$ cat src/rtl/rgb2gray_avalon_st.sv
// RGB888 to 8-bit luma converter with Avalon-ST packet framing.
// Ports:
//   csi_clkrst_clk/reset : clock, async active-high reset
//   asi_sink1_*          : 24-bit RGB packet sink {R,G,B}
//   aso_source1_*        : 8-bit gray packet source
//   frame_err_o          : one-cycle pulse per framing error
//   frame_count_o        : well-formed frames emitted (wraps)
module rgb2gray_avalon_st #(
    parameter int IMG_X_SIZE = 320,
    parameter int IMG_Y_SIZE = 240
) (
    input  logic        csi_clkrst_clk,
    input  logic        csi_clkrst_reset,
    input  logic [23:0] asi_sink1_data,
    input  logic        asi_sink1_startofpacket,
    input  logic        asi_sink1_endofpacket,
    input  logic        asi_sink1_valid,
    output logic        asi_sink1_ready,
    output logic [7:0]  aso_source1_data,
    output logic        aso_source1_startofpacket,
    output logic        aso_source1_endofpacket,
    output logic        aso_source1_valid,
    input  logic        aso_source1_ready,
    output logic        frame_err_o,
    output logic [15:0] frame_count_o
);

    localparam int N  = IMG_X_SIZE * IMG_Y_SIZE;
    localparam int CW = $clog2(N + 1);
    localparam logic [CW-1:0] LAST = CW'(N - 1);

    typedef enum logic [1:0] {
        IDLE,
        FRAME,
        DROP
    } state_t;

    state_t        state_q, state_d;
    logic [CW-1:0] cnt_q, cnt_d;
    logic          pend_q, pend_d;
    logic [23:0]   pend_pix_q, pend_pix_d;
    logic          err_q, err_d;

    logic          s1_valid_q;
    logic [15:0]   s1_r_q, s1_g_q, s1_b_q;
    logic          s1_sop_q, s1_eop_q, s1_good_q;

    logic          s2_valid_q;
    logic [7:0]    s2_data_q;
    logic          s2_sop_q, s2_eop_q, s2_good_q;

    logic [15:0]   fcnt_q;

    logic          adv1, adv2, acc;
    logic          fwd, zero;
    logic          t_sop, t_eop, t_good;
    logic [23:0]   pix;
    logic [15:0]   p_r, p_g, p_b;
    logic [15:0]   sum;

    assign adv2 = ~s2_valid_q | aso_source1_ready;
    assign adv1 = ~s1_valid_q | adv2;

    // Sink stalls for one cycle while a restart pixel waits in the hold slot
    assign asi_sink1_ready = adv1 & ~pend_q;
    assign acc = asi_sink1_valid & asi_sink1_ready;

    always_comb begin
        state_d    = state_q;
        cnt_d      = cnt_q;
        pend_d     = pend_q;
        pend_pix_d = pend_pix_q;
        err_d      = 1'b0;
        fwd        = 1'b0;
        zero       = 1'b0;
        t_sop      = 1'b0;
        t_eop      = 1'b0;
        t_good     = 1'b0;
        if (pend_q) begin
            // Replay the held restart pixel as the first beat of a new frame
            if (adv1) begin
                fwd     = 1'b1;
                t_sop   = 1'b1;
                cnt_d   = CW'(1);
                state_d = FRAME;
                pend_d  = 1'b0;
            end
        end else if (acc) begin
            case (state_q)
                FRAME: begin
                    fwd = 1'b1;
                    if (cnt_q == LAST) begin
                        t_eop = 1'b1;
                        if (asi_sink1_endofpacket) begin
                            t_good  = 1'b1;
                            state_d = IDLE;
                        end else begin
                            err_d   = 1'b1;
                            state_d = DROP;
                        end
                    end else if (asi_sink1_endofpacket) begin
                        t_eop   = 1'b1;
                        err_d   = 1'b1;
                        state_d = IDLE;
                    end else if (asi_sink1_startofpacket) begin
                        // Close old packet with a zero filler eop beat
                        t_eop      = 1'b1;
                        zero       = 1'b1;
                        err_d      = 1'b1;
                        pend_d     = 1'b1;
                        pend_pix_d = asi_sink1_data;
                    end else begin
                        cnt_d = cnt_q + CW'(1);
                    end
                end
                default: begin
                    if (asi_sink1_startofpacket) begin
                        fwd   = 1'b1;
                        t_sop = 1'b1;
                        if (N == 1) begin
                            t_eop   = 1'b1;
                            t_good  = 1'b1;
                            state_d = IDLE;
                        end else if (asi_sink1_endofpacket) begin
                            t_eop   = 1'b1;
                            err_d   = 1'b1;
                            state_d = IDLE;
                        end else begin
                            cnt_d   = CW'(1);
                            state_d = FRAME;
                        end
                    end else if (asi_sink1_endofpacket) begin
                        state_d = IDLE;
                    end
                end
            endcase
        end
    end

    assign pix = pend_q ? pend_pix_q : (zero ? 24'h0 : asi_sink1_data);
    assign p_r = 16'(pix[23:16]) * 16'd77;
    assign p_g = 16'(pix[15:8]) * 16'd150;
    assign p_b = 16'(pix[7:0]) * 16'd29;
    assign sum = s1_r_q + s1_g_q + s1_b_q + 16'd128;

    always_ff @(posedge csi_clkrst_clk or posedge csi_clkrst_reset) begin
        if (csi_clkrst_reset) begin
            state_q    <= IDLE;
            cnt_q      <= '0;
            pend_q     <= 1'b0;
            pend_pix_q <= '0;
            err_q      <= 1'b0;
        end else begin
            state_q    <= state_d;
            cnt_q      <= cnt_d;
            pend_q     <= pend_d;
            pend_pix_q <= pend_pix_d;
            err_q      <= err_d;
        end
    end

    always_ff @(posedge csi_clkrst_clk or posedge csi_clkrst_reset) begin
        if (csi_clkrst_reset) begin
            s1_valid_q <= 1'b0;
            s1_r_q     <= '0;
            s1_g_q     <= '0;
            s1_b_q     <= '0;
            s1_sop_q   <= 1'b0;
            s1_eop_q   <= 1'b0;
            s1_good_q  <= 1'b0;
        end else if (adv1) begin
            s1_valid_q <= fwd;
            if (fwd) begin
                s1_r_q    <= p_r;
                s1_g_q    <= p_g;
                s1_b_q    <= p_b;
                s1_sop_q  <= t_sop;
                s1_eop_q  <= t_eop;
                s1_good_q <= t_good;
            end
        end
    end

    always_ff @(posedge csi_clkrst_clk or posedge csi_clkrst_reset) begin
        if (csi_clkrst_reset) begin
            s2_valid_q <= 1'b0;
            s2_data_q  <= '0;
            s2_sop_q   <= 1'b0;
            s2_eop_q   <= 1'b0;
            s2_good_q  <= 1'b0;
        end else if (adv2) begin
            s2_valid_q <= s1_valid_q;
            if (s1_valid_q) begin
                s2_data_q <= sum[15:8];
                s2_sop_q  <= s1_sop_q;
                s2_eop_q  <= s1_eop_q;
                s2_good_q <= s1_good_q;
            end
        end
    end

    always_ff @(posedge csi_clkrst_clk or posedge csi_clkrst_reset) begin
        if (csi_clkrst_reset) begin
            fcnt_q <= '0;
        end else if (s2_valid_q & aso_source1_ready & s2_eop_q & s2_good_q) begin
            fcnt_q <= fcnt_q + 16'd1;
        end
    end

    assign aso_source1_valid         = s2_valid_q;
    assign aso_source1_data          = s2_valid_q ? s2_data_q : 8'h0;
    assign aso_source1_startofpacket = s2_valid_q & s2_sop_q;
    assign aso_source1_endofpacket   = s2_valid_q & s2_eop_q;
    assign frame_err_o               = err_q;
    assign frame_count_o             = fcnt_q;

endmodule
$ cat config.mk
export PLATFORM = sky130hd
export DESIGN_NAME = rgb2gray_avalon_st
export DESIGN_NICKNAME = d
export VERILOG_FILES = /design/src/rtl/rgb2gray_avalon_st.sv
export SDC_FILE = /design/constraint.sdc
export NUM_CORES = 1
export LEC_CHECK = 0
export BUFFER_PORTS_ARGS = -buffer_cell sky130_fd_sc_hd__buf_2
export CORE_MARGIN = 8
export CORE_UTILIZATION = 56
export CTS_CLUSTER_DIAMETER = 40
export DETAILED_ROUTE_END_ITERATION = 8
export PLACE_DENSITY_LB_ADDON = 0.15
export SYNTH_ARGS = -nofsm -noshare
export SYNTH_HDL_FRONTEND = slang
export SYNTH_SLANG_ARGS = --single-unit
$ cat constraint.sdc
create_clock -name csi_clkrst_clk -period 5.4 [get_ports csi_clkrst_clk]
set_input_delay 0 -clock csi_clkrst_clk [delete_from_list [all_inputs] [get_ports csi_clkrst_clk]]
set_output_delay 0 -clock csi_clkrst_clk [all_outputs]
set_load 0.005 [all_outputs]
Word-level counts from Yosys, hierarchy flattened
Index checks and enable logic that the tools add are counted.
- RAM bits: 0
- bits in registers: 120
- input bits: 30
- word-level logic and storage cells: 105
- ROM bits: 0
- output and inout bits: 29
- latch bits: 0
- memories: 0
- bitwise gates (word level): 14
- reduce and logical (&&, ||, !) cells: 7
- shift operators: 0
- divide/modulo/power cells: 0
- multipliers: 3
- muxes and demuxes: 52
- add/sub/neg operators: 5
- equal/unequal tests: 6
- $lt $le $gt $ge: 0
- operator list (cell ; count):
    17-bit 2-to-1 mux ; 9
    24-bit 2-to-1 mux ; 2
    1-bit 2-to-1 mux ; 32
    8-bit by 7-bit multiplier with 15-bit output (second input constant) ; 2
    17-bit by 1-bit adder with 17-bit output (second input constant) ; 1
    17-bit == test (second input constant) ; 1
    15-bit by 16-bit adder with 16-bit output ; 1
    16-bit by 1-bit adder with 16-bit output (second input constant) ; 1
    16-bit by 13-bit adder with 16-bit output ; 1
    16-bit by 8-bit adder with 16-bit output (second input constant) ; 1
    2-bit 2-to-1 mux ; 8
    8-bit by 5-bit multiplier with 13-bit output (second input constant) ; 1
    6-bit AND reduction ; 2
    8-bit 2-to-1 mux ; 1
    1-bit bitwise AND ; 7
    3-bit != test (second input constant) ; 2
    2-bit AND reduction ; 3
    1-bit NOT ; 5
    2-bit by 1-bit != test with 1-bit output (second input constant) ; 2
    3-bit nonzero test ; 1
    2-bit by 1-bit == test with 1-bit output (second input constant) ; 1
    1-bit bitwise OR ; 2
    2-bit nonzero test ; 1

Depth between registers and ports, before layout
- depth in word-level cells: 10
- depth in mapped cells: 25
- mapped depth without buffers: 21

Worst setup path before layout
OpenSTA, ideal clock, no wires.
- path type: reg-to-reg
- start point: register cnt_q[14]
- end point: register s1_g_q[15]
- library setup time: 0.138 ns
- cell stages (with the launch flop): 24
- arrival: 5.104 ns
- data required time: 5.262 ns
- clock period less this slack: 5.242 ns
- buffers on the path: 3
- setup slack: 0.158 ns
- cell sequence: dfrtp_1 > or4b_1 > nor3b_2 > and3_1 > or3_1 > buf_6 > buf_2 > buf_2 > nand2_1 > o21ai_0 > ha_1 > ha_1 > inv_1 > fa_1 > fa_1 > inv_1 > ha_1 > or3_1 > a21o_1 > a21oi_1 > o21ai_0 > o211a_1 > o21ai_0 > a31oi_1
- word-level cells in the longest chain between the ends: 8
- ends and longest elaborated chain (item ; RTL line ; source):
    start, declared ; 39 ; logic [CW-1:0] cnt_q, cnt_d;
    start signal, assigned ; 155 ; cnt_q <= cnt_d;
    17-bit == test ; 92 ; if (cnt_q == LAST) begin
    1-bit 2-to-1 mux ; 92 ;
    1-bit 2-to-1 mux ; 89 ; case (state_q)
    1-bit 2-to-1 mux ; 88 ; end else if (acc) begin
    1-bit 2-to-1 mux ; 79 ; if (pend_q) begin
    24-bit 2-to-1 mux (2 in series) ; 140 ; assign pix = pend_q ? pend_pix_q : (zero ? 24'h0 : asi_sink1_data);
    8-bit by 7-bit multiplier with 15-bit output ; 142 ; assign p_g = 16'(pix[15:8]) * 16'd150;
    end signal, assigned ; 175 ; s1_g_q <= p_g;
    end, declared ; 45 ; logic [15:0] s1_r_q, s1_g_q, s1_b_q;
No other way between the ends.
A chain may end at the register's enable or synchronous reset.

Final worst setup path
- start point: register cnt_q[14]
- end point: register s1_g_q[14]
Same word-level chain as after synthesis.

==> summary.txt <==
Synthesis
  – Cell Area, Synth: 0.00884 mm²
  – Post-Synth XOR/XNOR Area: 6.72%
  – Adder-cell share of the synthesized area: 25.4%
  – Main combinational cell family by area after synthesis: adder cells
  – Synth warnings: 0
  – Syn_nets: 1102
  – Synth unique cells: 63
  – Mean area per synthesized cell: 9.68 µm²
  – Ys async rst share: 100%
  – Synth Instances: 913
  – Post-synth EDFFs: 0
  – Post-synthesis simple-gate area fraction: 13.8%
  – Mux cell area share after synthesis: 3.57%
  – Seq/Total Area, Yosys: 34.0%
  – Synth Area in Compound Gates: 12.0%
  – Top_reg_cell synth: dfrtp_1
  – Flops & latches, synth: 120

Critical path
  – Worst r2r dst: s1_g_q[14]
  – WP data required: 5.70 ns
  – Cells on worst reg2reg path: 21
  – CP Class: register to register
  – Worst r2r src: cnt_q[14]
  – Crit path arrival time: 5.40 ns
  – Worst Setup End Kind: register
  – R2r setup slk: 0.30 ns
  – CP Max Fanout: 7
  – Startpoint types: register

Floorplanning
  – Die span in y: 142 µm
  – IO Count: 59
  – CORE AREA: 0.0157 mm²
  – Die Footprint: 0.0201 mm²
  – Initial Util: 56.5%
  – Overall die width: 142 µm
  – Row count: 46

Placed design
  – Placed inst area: 0.00946 mm²
  – Port bufs: 58
  – Detailed Place HPWL: 13.2 mm
  – DP Worst Slack: 0.181 ns
  – Global placer's final weighted congestion: 0.863
  – Cells after DPL: 1180

Finish
  – Multi-input gate area: 0.00547 mm²
  – Syn-to-layout area delta: 17.3%
  – Final Non-Filler Cells: 1244
  – Layout cells sized above 1: 16.1%
  – Final Instance Area: 0.0104 mm²
  – Nets: 1205
  – Diode count: 0
  – Final core occ: 66.2%
  – Register Area: 0.00300 mm²
  – FILL cells: 1298

Routing
  – DRC viols: 0
  – Detailed router's first-iteration violation count: 307
  – Via density: 5.21
  – DRT Pass-1 Iters: 4
  – Post-detailed-route count of antenna-violating nets: 0
  – WL final: 17.7 mm
  – Routed len/inst: 14.3 µm
  – Via count: 6477

Power and ir drop
  – Comb pwr share: 55.3%
  – Worst vdd ir: 357 µV
  – Clock group share of total power: 18.9%
  – Switching pwr: 2.29 mW
  – Seq pwr share: 25.8%
  – Switch share: 41.0%
  – Leak: 5.26 nW
  – Internal Power: 3.30 mW
  – Total Power: 5.59 mW
  – Pwr/cell area: 539 mW/mm²

Clock tree
  – H-tree depth: 4
  – CTS Sinks: 120
  – Clk_lat worst skew: 0.42 ns
  – Bufs on Longest Clock Path: 2
  – TritonCTS clock tree: done
  – Total CTS buffers: 17
  – Clock transition at the registers of the reported paths: 0.06 ns
  – CTS Root Cell: clkbuf_16

GRT
  – Global-route usage over all layers: 18.9%
  – Vias in the first global route: 6440
  – Global-route wire length before repair: 30.4 mm
  – Largest net degree at the start of global routing: 65
  – Grt ovf: 0
  – Initial antenna violation count: 0

STA
  – Final Max Tran Viols: 0
  – Hold Vio Cnt, Final: 0
  – Setup violations, final: 0
  – Final worst-path cycle share: 94.4%
  – Max_slew headroom: 33.2%
  – Max Clock Freq: 0.196 GHz
  – RSZ-0062 raised after global routing: yes
  – Final setup margin: 0.302 ns
  – Worst-Margin Slew: 0.998 ns
  – Worst Clk Skew: 0.00900 ns
  – Tmin final: 5.10 ns

Status
  – Status: complete, no violations

Worst hold path
  – Hold Crit Class: input port to async pin

Run
  – Max-Cap Viols: 0
-- cells in the final DEF, fill, tap and decap left out, types with 6 or more instances in the layout --
master / instances
buf_2: 58
mux2_2: 28
and2_1: 16
o21ai_1: 8
xnor2_1: 37
a21o_1: 15
buf_4: 23
nor3_1: 15
ha_1: 126
o21a_1: 6
and3_1: 11
a21oi_2: 6
clkbuf_16: 17
nand3_1: 17
nor2_1: 40
a31oi_1: 6
dfrtp_1: 119
o21ai_0: 66
fa_1: 33
inv_1: 70
o21bai_1: 6
nand2_1: 130
a21oi_1: 28
xor2_1: 29
dlygate4sd3_1: 31
-- metrics by stage --
| stage | setup TNS, ns | hold slack (ns) |
|---|---|---|
| after global routing | -0.0320 | 0.354 |
| after floorplan | 0 | 0.150 |
| after global placement | 0 | 0.202 |
| after detailed placement | 0 | 0.210 |
| final | 0 | 0.297 |
| after CTS | 0 | 0.311 |
-- cell families after synthesis --
logic type / Yosys count
simple gates: 264
compound gates: 173
fa+ha+maj: 160
flops: 120
buf+inv: 101
xor+xnor: 67
mux: 28
-- power groups by stage --
stage | Sequential (mW) | Combinational (mW) | Clock (mW)
finish | 1.44 | 3.09 | 1.06
global route | 1.49 | 3.57 | 1.12
CTS | 1.45 | 3.09 | 1.08
detailed placement | 1.46 | 3.03 | 0
global placement | 1.45 | 2.98 | 0
floorplan | 1.38 | 2.44 | 0
-- metal layers --
| layer | vias up | part of all wire (%) | global-route usage (%) |
|---|---|---|---|
| met5 | - | 0 | 0 |
| met4 | 0 | 1.1 | 5.71 |
| met3 | 17 | 3.2 | 3.76 |
| met2 | 67 | 46 | 30.3 |
| met1 | 3055 | 49 | 25.3 |
| li1 | 3338 | - | - |
-- what timing repair did --
action / CTS / global route
hold buffers: 31 / 0
endpoints found under the setup margin: 0 / 9
resized for setup: 0 / 13
setup buffers: 0 / 2
endpoints found under the hold margin: 94 / 0
-- critical path: stages (launching register included) --
cell      delay (ns)
dfrtp_1         0.42
or4b_1          0.55
nor3b_2         0.19
and3_1          0.19
or3_4           0.18
nand2_1         0.07
o21ai_1         0.19
ha_1            0.27
ha_1            0.27
inv_1           0.05
fa_1            0.50
fa_1            0.54
inv_1           0.04
ha_1            0.32
o21a_1          0.18
nor2_1          0.12
nor2b_1         0.08
o21ai_0         0.15
nand2b_1        0.11
a31oi_2         0.22
nor4b_1         0.08
a211o_1         0.25
-- synthesized netlist by cell type, types with 16 or more instances --
| master | number | share of area [%] |
|---|---|---|
| o21ai_0 | 71 | 4.0 |
| ha_1 | 126 | 18 |
| a21o_1 | 16 | 1.4 |
| clkbuf_1 | 20 | 0.85 |
| dfrtp_1 | 120 | 34 |
| mux2_2 | 28 | 3.6 |
| xor2_1 | 29 | 2.9 |
| nor2_1 | 40 | 1.7 |
| nand3_1 | 17 | 0.96 |
| nand2_1 | 130 | 5.5 |
| a21oi_1 | 32 | 1.8 |
| and2_1 | 16 | 1.1 |
| fa_1 | 33 | 7.5 |
| xnor2_1 | 37 | 3.7 |
| inv_1 | 71 | 3.0 |
-- final cells by class --
class                      count  area share [%]
inverter                      72            2.63
clock inverter                14            1.23
tap                          216            2.61
clock buffer                  17            4.10
timing repair buffer         113            7.65
sequential                   120            29.0
multi-input combinational    692            52.8
-- how the worst max path moves through the flow --
stage          startpoint         end  depth (start not counted)
6_report        cnt_q[14]  s1_g_q[14]                         21
4_1_cts          cnt_q[0]  s1_g_q[14]                         21
2_1_floorplan   cnt_q[14]  s1_g_q[15]                         23
3_3_place_gp     cnt_q[0]  s1_r_q[13]                         21
3_5_place_dp     cnt_q[0]  s1_g_q[14]                         21
5_1_grt          cnt_q[0]  s1_g_q[14]                         22
-- registers in the layout, summed over array words and instances (netlist names), 2 cells and up --
| register | flops |
|---|---|
| s1_g_q | 15 |
| cnt_q | 17 |
| state_q | 2 |
| frame_count_o | 16 |
| s1_r_q | 15 |
| s1_b_q | 13 |
| s2_data_q | 8 |
| pend_pix_q | 24 |
No activity file was read; power rests on OpenSTA's default activity.
